<file path="config.mk">
export PLATFORM = sky130hd
export DESIGN_NAME = irs_lock_scheduler
export DESIGN_NICKNAME = d
export VERILOG_FILES = /design/src/rtl/irs_lock_pkg.sv /design/src/rtl/irs_lock_handshake.sv /design/src/rtl/irs_lock_scheduler.sv
export SDC_FILE = /design/constraint.sdc
export NUM_CORES = 1
export LEC_CHECK = 0
export ABC_AREA = 1
export BUFFER_PORTS_ARGS = -buffer_cell sky130_fd_sc_hd__buf_4
export CAP_MARGIN = 20
export CORE_MARGIN = 4
export CORE_UTILIZATION = 50
export DETAILED_ROUTE_END_ITERATION = 7
export HOLD_SLACK_MARGIN = 0.06
export PLACE_DENSITY = 0.76
export SLEW_MARGIN = 40
export SYNTH_ARGS = -nofsm -noshare
export SYNTH_HDL_FRONTEND = slang
export SYNTH_HIERARCHICAL = 1
export SYNTH_SLANG_ARGS = --single-unit
</file>
<file path="constraint.sdc">
create_clock -name clk_i -period 2.5 [get_ports clk_i]
set_input_delay 0.125 -clock clk_i [delete_from_list [all_inputs] [get_ports clk_i]]
set_output_delay 0.125 -clock clk_i [all_outputs]
set_load 0.05 [all_outputs]
</file>
<file path="src/rtl/irs_lock_pkg.sv">
// rtl/irs_lock_pkg.sv - state encoding, grant ids and default limits for the IRS lock scheduler
package irs_lock_pkg;

   typedef enum logic [3:0] {
      ST_IDLE       = 4'd0,
      ST_LOCK_STB   = 4'd1,
      ST_UNLOCK_STB = 4'd2,
      ST_FREE_STB   = 4'd3,
      ST_DONE       = 4'd4
   } state_t;

   localparam logic GRANT_TRIG = 1'b0;
   localparam logic GRANT_RD   = 1'b1;

   localparam int TIMEOUT_CYCLES_DEFAULT = 255;
   localparam int MAX_LOCKED_DEFAULT     = 511;

endpackage

</file>
<file path="src/rtl/irs_lock_handshake.sv">
// rtl/irs_lock_handshake.sv - single strobe/ack engine with timeout, steered to the lock or free port
module irs_lock_handshake
   import irs_lock_pkg::*;
#(
   parameter int TIMEOUT_CYCLES = TIMEOUT_CYCLES_DEFAULT
) (
   input  logic clk,
   input  logic rst,
   input  logic start,
   input  logic sel_free,
   input  logic lock_ack,
   input  logic free_ack,
   output logic lock_strobe,
   output logic free_strobe,
   output logic done,
   output logic timed_out
);

   localparam logic [15:0] WAIT_LAST = 16'(TIMEOUT_CYCLES - 1);

   logic [15:0] wait_cnt;
   logic        active;
   logic        ack;

   assign active    = lock_strobe | free_strobe;
   assign ack       = free_strobe ? free_ack : lock_ack;
   assign done      = active & ack;
   assign timed_out = active & ~ack & (wait_cnt == WAIT_LAST);

   // start wins over done so an unlock can hand straight over to the free strobe
   always_ff @(posedge clk) begin
      if (rst) begin
         lock_strobe <= 1'b0;
         free_strobe <= 1'b0;
         wait_cnt    <= '0;
      end else if (start) begin
         lock_strobe <= ~sel_free;
         free_strobe <= sel_free;
         wait_cnt    <= '0;
      end else if (done || timed_out) begin
         lock_strobe <= 1'b0;
         free_strobe <= 1'b0;
      end else if (active) begin
         wait_cnt <= wait_cnt + 16'd1;
      end
   end

endmodule

</file>
<file path="src/rtl/irs_lock_scheduler.sv">
// rtl/irs_lock_scheduler.sv - arbitrates trigger locks and readout releases onto the block manager ports
module irs_lock_scheduler
   import irs_lock_pkg::*;
#(
   parameter int TIMEOUT_CYCLES = TIMEOUT_CYCLES_DEFAULT,
   parameter int MAX_LOCKED     = MAX_LOCKED_DEFAULT
) (
   input  logic       clk_i,
   input  logic       rst_i,
   input  logic       enable_i,
   input  logic       trig_req_i,
   input  logic [8:0] trig_addr_i,
   output logic       trig_ack_o,
   input  logic       rd_req_i,
   input  logic [8:0] rd_addr_i,
   output logic       rd_ack_o,
   output logic [8:0] lock_address_o,
   output logic       lock_o,
   output logic       unlock_o,
   output logic       lock_strobe_o,
   input  logic       lock_ack_i,
   output logic [8:0] free_address_o,
   output logic       free_strobe_o,
   input  logic       free_ack_i,
   output logic [8:0] outstanding_o,
   output logic       full_o,
   output logic       busy_o,
   output logic       timeout_o,
   output logic       underflow_o,
   input  logic       err_clear_i,
   output logic [7:0] debug_o
);

   localparam logic [8:0] MAX_CNT = 9'(MAX_LOCKED);

   state_t     state;
   state_t     state_next;
   logic       last_grant;
   logic       last_grant_next;
   logic       trig_ok;
   logic       grant_trig;
   logic       grant_rd;
   logic       hs_start;
   logic       hs_sel_free;
   logic       hs_done;
   logic       hs_timeout;
   logic [8:0] lock_address_next;
   logic [8:0] free_address_next;
   logic [8:0] outstanding_next;
   logic       full_next;
   logic       timeout_next;
   logic       underflow_next;
   logic       lock_next;
   logic       unlock_next;
   logic       trig_ack_next;
   logic       rd_ack_next;
   logic       busy_next;
   logic [7:0] debug_next;

   assign trig_ok = trig_req_i & ~full_o;

   irs_lock_handshake #(
      .TIMEOUT_CYCLES(TIMEOUT_CYCLES)
   ) u_handshake (
      .clk        (clk_i),
      .rst        (rst_i),
      .start      (hs_start),
      .sel_free   (hs_sel_free),
      .lock_ack   (lock_ack_i),
      .free_ack   (free_ack_i),
      .lock_strobe(lock_strobe_o),
      .free_strobe(free_strobe_o),
      .done       (hs_done),
      .timed_out  (hs_timeout)
   );

   always_ff @(posedge clk_i) begin
      if (rst_i) begin
         state          <= ST_IDLE;
         last_grant     <= GRANT_RD;
         lock_address_o <= '0;
         free_address_o <= '0;
         outstanding_o  <= '0;
         full_o         <= 1'b0;
         timeout_o      <= 1'b0;
         underflow_o    <= 1'b0;
         lock_o         <= 1'b0;
         unlock_o       <= 1'b0;
         trig_ack_o     <= 1'b0;
         rd_ack_o       <= 1'b0;
         busy_o         <= 1'b0;
         debug_o        <= '0;
      end else begin
         state          <= state_next;
         last_grant     <= last_grant_next;
         lock_address_o <= lock_address_next;
         free_address_o <= free_address_next;
         outstanding_o  <= outstanding_next;
         full_o         <= full_next;
         timeout_o      <= timeout_next;
         underflow_o    <= underflow_next;
         lock_o         <= lock_next;
         unlock_o       <= unlock_next;
         trig_ack_o     <= trig_ack_next;
         rd_ack_o       <= rd_ack_next;
         busy_o         <= busy_next;
         debug_o        <= debug_next;
      end
   end

   // Round-robin only matters when both are eligible; a full counter hides the trigger
   always_comb begin
      grant_trig = 1'b0;
      grant_rd   = 1'b0;
      state_next = state;
      case (state)
         ST_IDLE: begin
            if (enable_i) begin
               if (trig_ok && rd_req_i) begin
                  grant_trig = (last_grant == GRANT_RD);
                  grant_rd   = (last_grant == GRANT_TRIG);
               end else begin
                  grant_trig = trig_ok;
                  grant_rd   = rd_req_i;
               end
            end
            if (grant_trig)    state_next = ST_LOCK_STB;
            else if (grant_rd) state_next = ST_UNLOCK_STB;
         end
         ST_LOCK_STB: begin
            if (hs_done || hs_timeout) state_next = ST_DONE;
         end
         ST_UNLOCK_STB: begin
            if (hs_timeout)   state_next = ST_DONE;
            else if (hs_done) state_next = ST_FREE_STB;
         end
         ST_FREE_STB: begin
            if (hs_done || hs_timeout) state_next = ST_DONE;
         end
         ST_DONE: state_next = ST_IDLE;
         default: state_next = ST_IDLE;
      endcase
   end

   always_comb begin
      last_grant_next   = last_grant;
      lock_address_next = lock_address_o;
      free_address_next = free_address_o;
      if (grant_trig) begin
         last_grant_next   = GRANT_TRIG;
         lock_address_next = trig_addr_i;
      end else if (grant_rd) begin
         last_grant_next   = GRANT_RD;
         lock_address_next = rd_addr_i;
         free_address_next = rd_addr_i;
      end

      hs_start    = grant_trig | grant_rd | ((state == ST_UNLOCK_STB) && (state_next == ST_FREE_STB));
      hs_sel_free = (state_next == ST_FREE_STB);

      // a set in the same cycle as err_clear_i must survive the clear
      outstanding_next = outstanding_o;
      underflow_next   = underflow_o & ~err_clear_i;
      timeout_next     = (timeout_o & ~err_clear_i) | hs_timeout;
      if (hs_done && (state == ST_LOCK_STB)) begin
         outstanding_next = outstanding_o + 9'd1;
      end
      if (hs_done && (state == ST_UNLOCK_STB)) begin
         if (outstanding_o != '0) outstanding_next = outstanding_o - 9'd1;
         else                     underflow_next   = 1'b1;
      end
      full_next = (outstanding_next == MAX_CNT);

      lock_next     = (state_next == ST_LOCK_STB);
      unlock_next   = (state_next == ST_UNLOCK_STB);
      trig_ack_next = (state_next == ST_DONE) && (last_grant_next == GRANT_TRIG);
      rd_ack_next   = (state_next == ST_DONE) && (last_grant_next == GRANT_RD);
      busy_next     = (state_next != ST_IDLE);
      debug_next    = {underflow_next, timeout_next, full_next, last_grant_next, state_next};
   end

endmodule

</file>
==> impl_metrics.json, run 1 <==
{
  "outcome": "completed",
  "gp_congestion": 0.910,
  "wl_met3_um": 668,
  "p_int_mw": 1.40,
  "syn_area_mm2": 0.00339,
  "clockPowerShare_pct": 37.1,
  "antenna_left": 0,
  "start_kind": "flop",
  "drive_gt1_share_pct": 23.8,
  "p_leak_nw": 1.93,
  "vias": 3384,
  "hold_depth": 3,
  "min_from": "rd_addr_i[2]",
  "firstDrtPassIters": 5,
  "seqPwrFrac_pct": 49.7,
  "die-area_mm2": 0.00816,
  "power_switching_mw": 0.563,
  "post-route-period-util_pct": 85.8,
  "yosys_warnings": 6,
  "grt_pass1_wl_mm": 14.1,
  "routed_wl_mm": 8.37,
  "track_usage_pct": 20.8,
  "ys_ff_latch": 59,
  "skew_ns": 0.00759,
  "p_sw_share_pct": 28.7,
  "grt_max_degree": 35,
  "utilization_pct": 63.5,
  "cts_tree": "built",
  "root_buffer": "clkbuf_8",
  "final_cells": 660,
  "power_density_mw_per_mm2": 479,
  "routed.top_layer": "met4",
  "antenna_found_initial": 0,
  "design_area_mm2": 0.00410,
  "finalSetupViolCount": 0,
  "synthCells": 508,
  "path_max_fanout": 11,
  "critPathRequiredTime_ns": 2.72,
  "die_x_um": 90.4,
  "ir_drop_v": 0.000400,
  "rsz0062_at_grt": "false",
  "finalPower_mw": 1.96,
  "met2_length_mm": 3.88,
  "port_buffers": 70,
  "htree_levels": 3,
  "slew_violations": 0,
  "worst_ep_arrival_time_ns": 2.36,
  "ys_seq_area_share_pct": 34.8,
  "r2r-start": "u_handshake/free_strobe$_SDFFE_PP0P_",
  "holdWs_ns": 0.0782,
  "post-place-ws_ns": 0.263,
  "avgViaCountPerCell": 5.13,
  "worstSetupEndpointType": "flop",
  "dp_hpwl_mm": 6.25,
  "clock.fmax_mhz": 466,
  "first_iter_violations": 173,
  "worstRegToRegCells": 15,
  "overflow": 0,
  "whs_endpoint": "free_address_o[2]$_SDFFE_PP0P_",
  "ioPinCount": 71,
  "crit_type": "reg -> reg",
  "start_util_pct": 52.5,
  "fin_setup_tns_ns": 0,
  "clock_sinks": 59,
  "maxCapViolCount": 0,
  "period_needed_ns": 2.15,
  "fin_nets": 608,
  "synth.distinct_cells": 37,
  "diodes": 0,
  "syn_avg_cell_area_um2": 6.67,
  "post-route-drc-count": 0,
  "core-area_mm2": 0.00646,
  "clk-insertion-delay-late_ns": 0.33,
  "std_cell_rows": 29,
  "clkTransAtPathRegs_ns": 0.07,
  "die_y_um": 90.4,
  "clock_path_buffers": 2,
  "numCtsBuffers": 9,
  "area_growth_pct": 21.0,
  "hold_path.class": "in -> reg",
  "grt_pass1_vias": 3084,
  "avgRoutedWirePerCell_um": 12.7,
  "wl_met1_mm": 3.72,
  "r2r_slack_ns": 0.35,
  "postPlaceCellArea_mm2": 0.00391,
  "hold_viol_final": 0,
  "dp_cells": 642,
  "syn-num-nets": 538,
  "finalWorstSetupSlack_ns": 0.355,
  "p_comb_share_pct": 13.2,
  "rr_endpoint": "u_handshake/lock_strobe$_SDFFE_PP0P_"
}
## cell usage in the layout (no fill, tap or decap), types with 5 or more instances in the layout
cell | netlist | routed
o21ai_1 | 5 | 5
xnor2_1 | 5 | 5
clkbuf_8 | 0 | 9
o21ai_0 | 8 | 8
dfxtp_1 | 59 | 57
inv_1 | 54 | 53
a21oi_1 | 22 | 22
nor3_1 | 5 | 5
nand3_1 | 37 | 37
inv_2 | 9 | 9
nand4_1 | 18 | 18
nand2_2 | 8 | 8
a21oi_2 | 7 | 7
nand2_1 | 151 | 151
nor2_2 | 6 | 6
nor2_1 | 64 | 63
buf_4 | 7 | 75
clkinv_2 | 2 | 5
nor2_4 | 4 | 5
## cell usage after synthesis (all sizes together)
cell	n	area, um^2
o22ai	1	6.26
nor2	76	363
conb	1	3.75
o21bai	1	7.51
a21oi	29	171
a31oi	2	12.5
dfxtp	59	1180
clkbuf	3	11.3
nand2	161	639
nor4	1	12.5
nor3	6	35.0
ha	4	50.1
xor2	4	35.0
nand3	40	230
inv	63	236
xnor2	5	43.8
buf	14	121
o211ai	1	12.5
a211oi	4	30.0
o21ai	13	65.1
clkinv	2	10.0
nand4	18	113
## flip-flops by register name (all words and copies together) (netlist names), 7 cells and up
signal	cells
free_address_o	9
outstanding_o	9
lock_address_o	9
u_handshake/wait_cnt	16
debug_o	7
## worst max-delay path: stages (launching register included)
cell	delay [ns]
dfxtp_2	0.36
inv_2	0.06
nand2_1	0.07
nand2_2	0.07
nand2_1	0.26
inv_1	0.17
nor2_1	0.15
inv_1	0.07
nor2_1	0.24
o21ai_0	0.17
nand2_2	0.11
inv_1	0.05
nor2_1	0.08
nand2_1	0.07
nand2_1	0.06
a21oi_1	0.03
## routing by layer
layer	GRT usage (%)	vias to the layer above
met3	6.50	9
met5	0	-
li1	-	1748
met1	25.7	1514
met4	7.91	0
met2	33.7	113
## worst max path at each step
stage,from,endpoint,slack [ns]
after global placement,u_handshake/free_strobe$_SDFFE_PP0P_,u_handshake/wait_cnt[10]$_SDFFE_PP0P_,0.35
after floorplan,u_handshake/lock_strobe$_SDFFE_PP0P_,u_handshake/wait_cnt[10]$_SDFFE_PP0P_,0.14
after global routing,u_handshake/free_strobe$_SDFFE_PP0P_,u_handshake/free_strobe$_SDFFE_PP0P_,0.1
after detailed placement,debug_o[2]$_SDFF_PP0_,u_handshake/wait_cnt[8]$_SDFFE_PP0P_,0.26
final,u_handshake/free_strobe$_SDFFE_PP0P_,u_handshake/lock_strobe$_SDFFE_PP0P_,0.35
after CTS,debug_o[2]$_SDFF_PP0_,u_handshake/wait_cnt[2]$_SDFFE_PP0P_,0.24
## power by group through the flow
stage               registers, mW  clock network (mW)  logic [mW]
finish                      0.976               0.729       0.259
detailed placement          0.996                   0       0.254
floorplan                    1.06                   0       0.105
global route                0.978               0.781       0.281
CTS                         0.976               0.749       0.256
global placement            0.995                   0       0.251
## area by class of cell
type / instances / area [um^2]
clock buffer: 11 / 131
clock inverter: 5 / 30.0
fill: 608 / 2360
inverter: 65 / 250
multi-input combinational: 367 / 1840
sequential: 59 / 1180
tap: 77 / 96.3
timing repair buffer: 76 / 573
## cell families (layout without fill, tap and decap cells)
family | after synthesis | count (layout) | share of synthesized area, %
buf+inv | 82 | 157 | 11.2
compound gates | 51 | 51 | 9.00
simple gates | 302 | 302 | 41.1
xor+xnor | 9 | 9 | 2.32
fa+ha+maj | 4 | 4 | 1.48
flops | 59 | 59 | 34.8
other cells | 1 | 1 | 0.111
## what timing repair did
action	CTS	global route
setup buffers	0	1
hold buffers	1	0
hold endpoints to repair	1	0
setup endpoints to repair	0	7
gates resized for setup	0	3
(Power assumes the default switching activity.)
==> run 2, diff against run 1 <==
- CORE_UTILIZATION: 50 -> 49
- PLACE_DENSITY: 0.76 -> 0.75
- SYNTH_HIERARCHICAL: 1 -> default
==> run 2 against run 1 <==
  * Worst hold slack barely moved
  * Register-to-register slack improved by 0.24 ns
  * Sequential cell count did not move
  * Via count fell by 5.7%
  * Largest cell class unchanged
  * Synthesized area fell by 4.9%
  * Cell count fell by 4.8%
  * Routed wire length fell by 2.4%
  * Combinational power fell by 2%
  * Clock skew rose by 0.0025 ns
  * Global-route usage rose by 0.96 points
  * Power rose by 13%
==> impl_metrics.json, run 2 <==
{
  "seqPwrFrac_pct": 44.0,
  "final_common_cell": "nand2_1",
  "synth_edf_count": 0,
  "area_growth_pct": 25.8,
  "grt_pass1_wl_mm": 13.5,
  "worst_ep_arrival_time_ns": 2.11,
  "mostFrequentLayoutCells": "160 x nand2_1, 72 x buf_4, 59 x dfxtp_1",
  "clkTransAtPathRegs_ns": 0.06,
  "fill_cells": 597,
  "maxCapViolCount": 0,
  "clock.fmax_mhz": 525,
  "cts_tree": "built",
  "post-route-period-util_pct": 76.2,
  "drive_gt1_share_pct": 22.3,
  "synth.area.top_cells": "dfxtp_1 37%, nand2_1 19%, nand3_1 5.7%",
  "post-route-drc-count": 0,
  "rsz0062_at_grt": "false",
  "syn_area_mm2": 0.00323,
  "hold_viol_final": 0,
  "crit_end": "u_handshake.wait_cnt[11]$_SDFFE_PP0P_",
  "p_sw_share_pct": 25.0,
  "htree_levels": 3,
  "fin_nets": 576,
  "power_switching_mw": 0.554,
  "ioPinCount": 71,
  "core-area_mm2": 0.00639,
  "clk-insertion-delay-late_ns": 0.34,
  "skew_ns": 0.0101,
  "r2r-start": "debug_o[2]$_SDFF_PP0_",
  "path_cells": "nor2_2 -> nand3_1 -> or2_2 -> inv_1 -> nor3_2 -> nand2_2 -> a21oi_1",
  "finalSetupViolCount": 0,
  "rr_endpoint": "u_handshake.wait_cnt[11]$_SDFFE_PP0P_",
  "power_density_mw_per_mm2": 546,
  "overflow": 0,
  "p_comb_share_pct": 11.4,
  "first_iter_violations": 155,
  "multi_input_area_mm2": 0.00175,
  "fin_setup_tns_ns": 0,
  "min_from": "rd_addr_i[8]",
  "p_leak_nw": 1.85,
  "cpMaxStageDelayCell": "nand2_2",
  "grt_pass1_vias": 3028,
  "slew_violations": 0,
  "design_area_mm2": 0.00406,
  "worstRegToRegCells": 7,
  "ys_ff_latch": 59,
  "syn-num-nets": 499,
  "std_cell_rows": 29,
  "ir_drop_v": 0.000527,
  "max_slew.worst_pin.slew_ns": 0.647,
  "netlist.area_leader.share_pct": 36.6,
  "yosys_warnings": 0,
  "synth_ff_type": "dfxtp_1",
  "top_register": "u_handshake.wait_cnt",
  "largest_reg_flops": 16,
  "routed_wl_mm": 8.17,
  "antenna_found_initial": 0,
  "critPathRequiredTime_ns": 2.70,
  "crit_type": "reg -> reg",
  "postPlaceCellArea_mm2": 0.00376,
  "port_buffers": 70,
  "root_buffer": "clkbuf_8",
  "start_util_pct": 50.5,
  "slew_headroom_pct": 56.7,
  "start_kind": "flop",
  "ys_seq_area_share_pct": 36.6,
  "crit_path_start": "debug_o[2]$_SDFF_PP0_",
  "synthArstFlopShare_pct": 0,
  "avgRoutedWirePerCell_um": 13.0,
  "clock_sinks": 59,
  "synth.most_common_cell": "nand2_1",
  "grt_max_degree": 33,
  "r2r_slack_ns": 0.60,
  "p_int_mw": 1.66,
  "numCtsBuffers": 9,
  "clockPowerShare_pct": 44.6,
  "max_stage_delay_ns": 0.36,
  "diodes": 0,
  "syn_avg_cell_area_um2": 6.88,
  "die_x_um": 89.1,
  "outcome": "completed",
  "avgViaCountPerCell": 5.08,
  "die_y_um": 89.1,
  "track_usage_pct": 21.7,
  "netlist_top_cells_count": "160 x nand2_1, 59 x dfxtp_1, 45 x inv_1",
  "cts_setup_buffers": 0,
  "antenna_left": 0,
  "period_needed_ns": 1.90,
  "vias": 3192,
  "regArea_mm2": 0.00118,
  "synth_top_cell_by_area": "dfxtp_1",
  "worstSetupEndpointType": "flop",
  "die-area_mm2": 0.00795,
  "firstDrtPassIters": 4,
  "hold_path.class": "in -> reg",
  "gp_congestion": 0.939,
  "path_max_fanout": 16,
  "clock_path_buffers": 2,
  "holdWs_ns": 0.0781,
  "synthCells": 469,
  "synth.distinct_cells": 35,
  "dp_hpwl_mm": 5.97
}
==> run 2: cell count changes after synthesis, moves of 5 or more <==
cell     change
inv_1        -9
nand2_1      +9
nand4_1     -10
nor2_1      -20
o21ai_1      -5
xor2_1      +12
==> run 2: logic make-up after synthesis <==
| family | synth area share, % |
|---|---|
| DFF | 36.6 |
| adders and majority gates | 1.55 |
| other | 0.116 |
| buffers and inverters | 9.19 |
| and+or+nand+nor | 39.1 |
| xor gates and xnor gates | 4.89 |
| AOI/OAI and AO/OA | 8.57 |
==> run 2: per-stage QoR <==
step	total power, mW	std cells	utilization [%]	worst slack (ns)
floorplan	1.16	469	-	0.604
detailed placement	1.24	605	58.9	0.627
global placement	1.24	605	58.9	0.716
finish	2.22	628	63.5	0.596
CTS	2.23	628	63.5	0.592
global route	2.30	628	63.5	0.406
==> run 2: worst min-delay path by stage <==
stage / end / slack [ns] / depth (start not counted)
6_report: free_address_o[8]$_SDFFE_PP0P_ / 0.08 / 3
5_1_grt: lock_address_o[6]$_SDFFE_PP0P_ / 0.07 / 3
3_5_place_dp: debug_o[6]$_SDFF_PP0_ / 0.41 / 4
4_1_cts: free_address_o[8]$_SDFFE_PP0P_ / 0.06 / 3
2_1_floorplan: outstanding_o[8]$_SDFF_PP0_ / 0.19 / 1
3_3_place_gp: debug_o[6]$_SDFF_PP0_ / 0.41 / 4
==> run 2: timing repair <==
| item | CTS | global route |
|---|---|---|
| endpoints found under the hold margin | 7 | 0 |
| resized for setup | 0 | 0 |
| hold buffers | 7 | 0 |
==> run 2: worst max-delay path, delay by kind of cell (launching register included) <==
kind	cells	cell delay [ns]
and+or+nand+nor	5	1.03
DFF	1	0.33
buffers and inverters	1	0.34
AOI/OAI and AO/OA	1	0.08
==> run 2: final cells by class <==
cell class,instances,area share [%]
inverter,51,4.78
clock inverter,4,1.79
clock buffer,12,3.82
tap,77,2.37
timing repair buffer,79,15.0
multi-input combinational,346,43.1
sequential,59,29.1
==> run 2: routing by layer <==
metal	routed length (um)	part of all wire, %	GRT usage [%]
met5	0	0	0
met1	3570	44	26.5
met2	4070	50	36.0
met3	449	5.5	7.65
met4	82	1.0	6.63
==> run 2: power groups by stage <==
stage | Sequential, mW | Clock [mW] | Combinational [mW]
CTS | 0.975 | 1.01 | 0.255
finish | 0.975 | 0.987 | 0.254
floorplan | 1.06 | 0 | 0.104
global route | 0.977 | 1.04 | 0.275
global placement | 0.995 | 0 | 0.243
detailed placement | 0.996 | 0 | 0.245
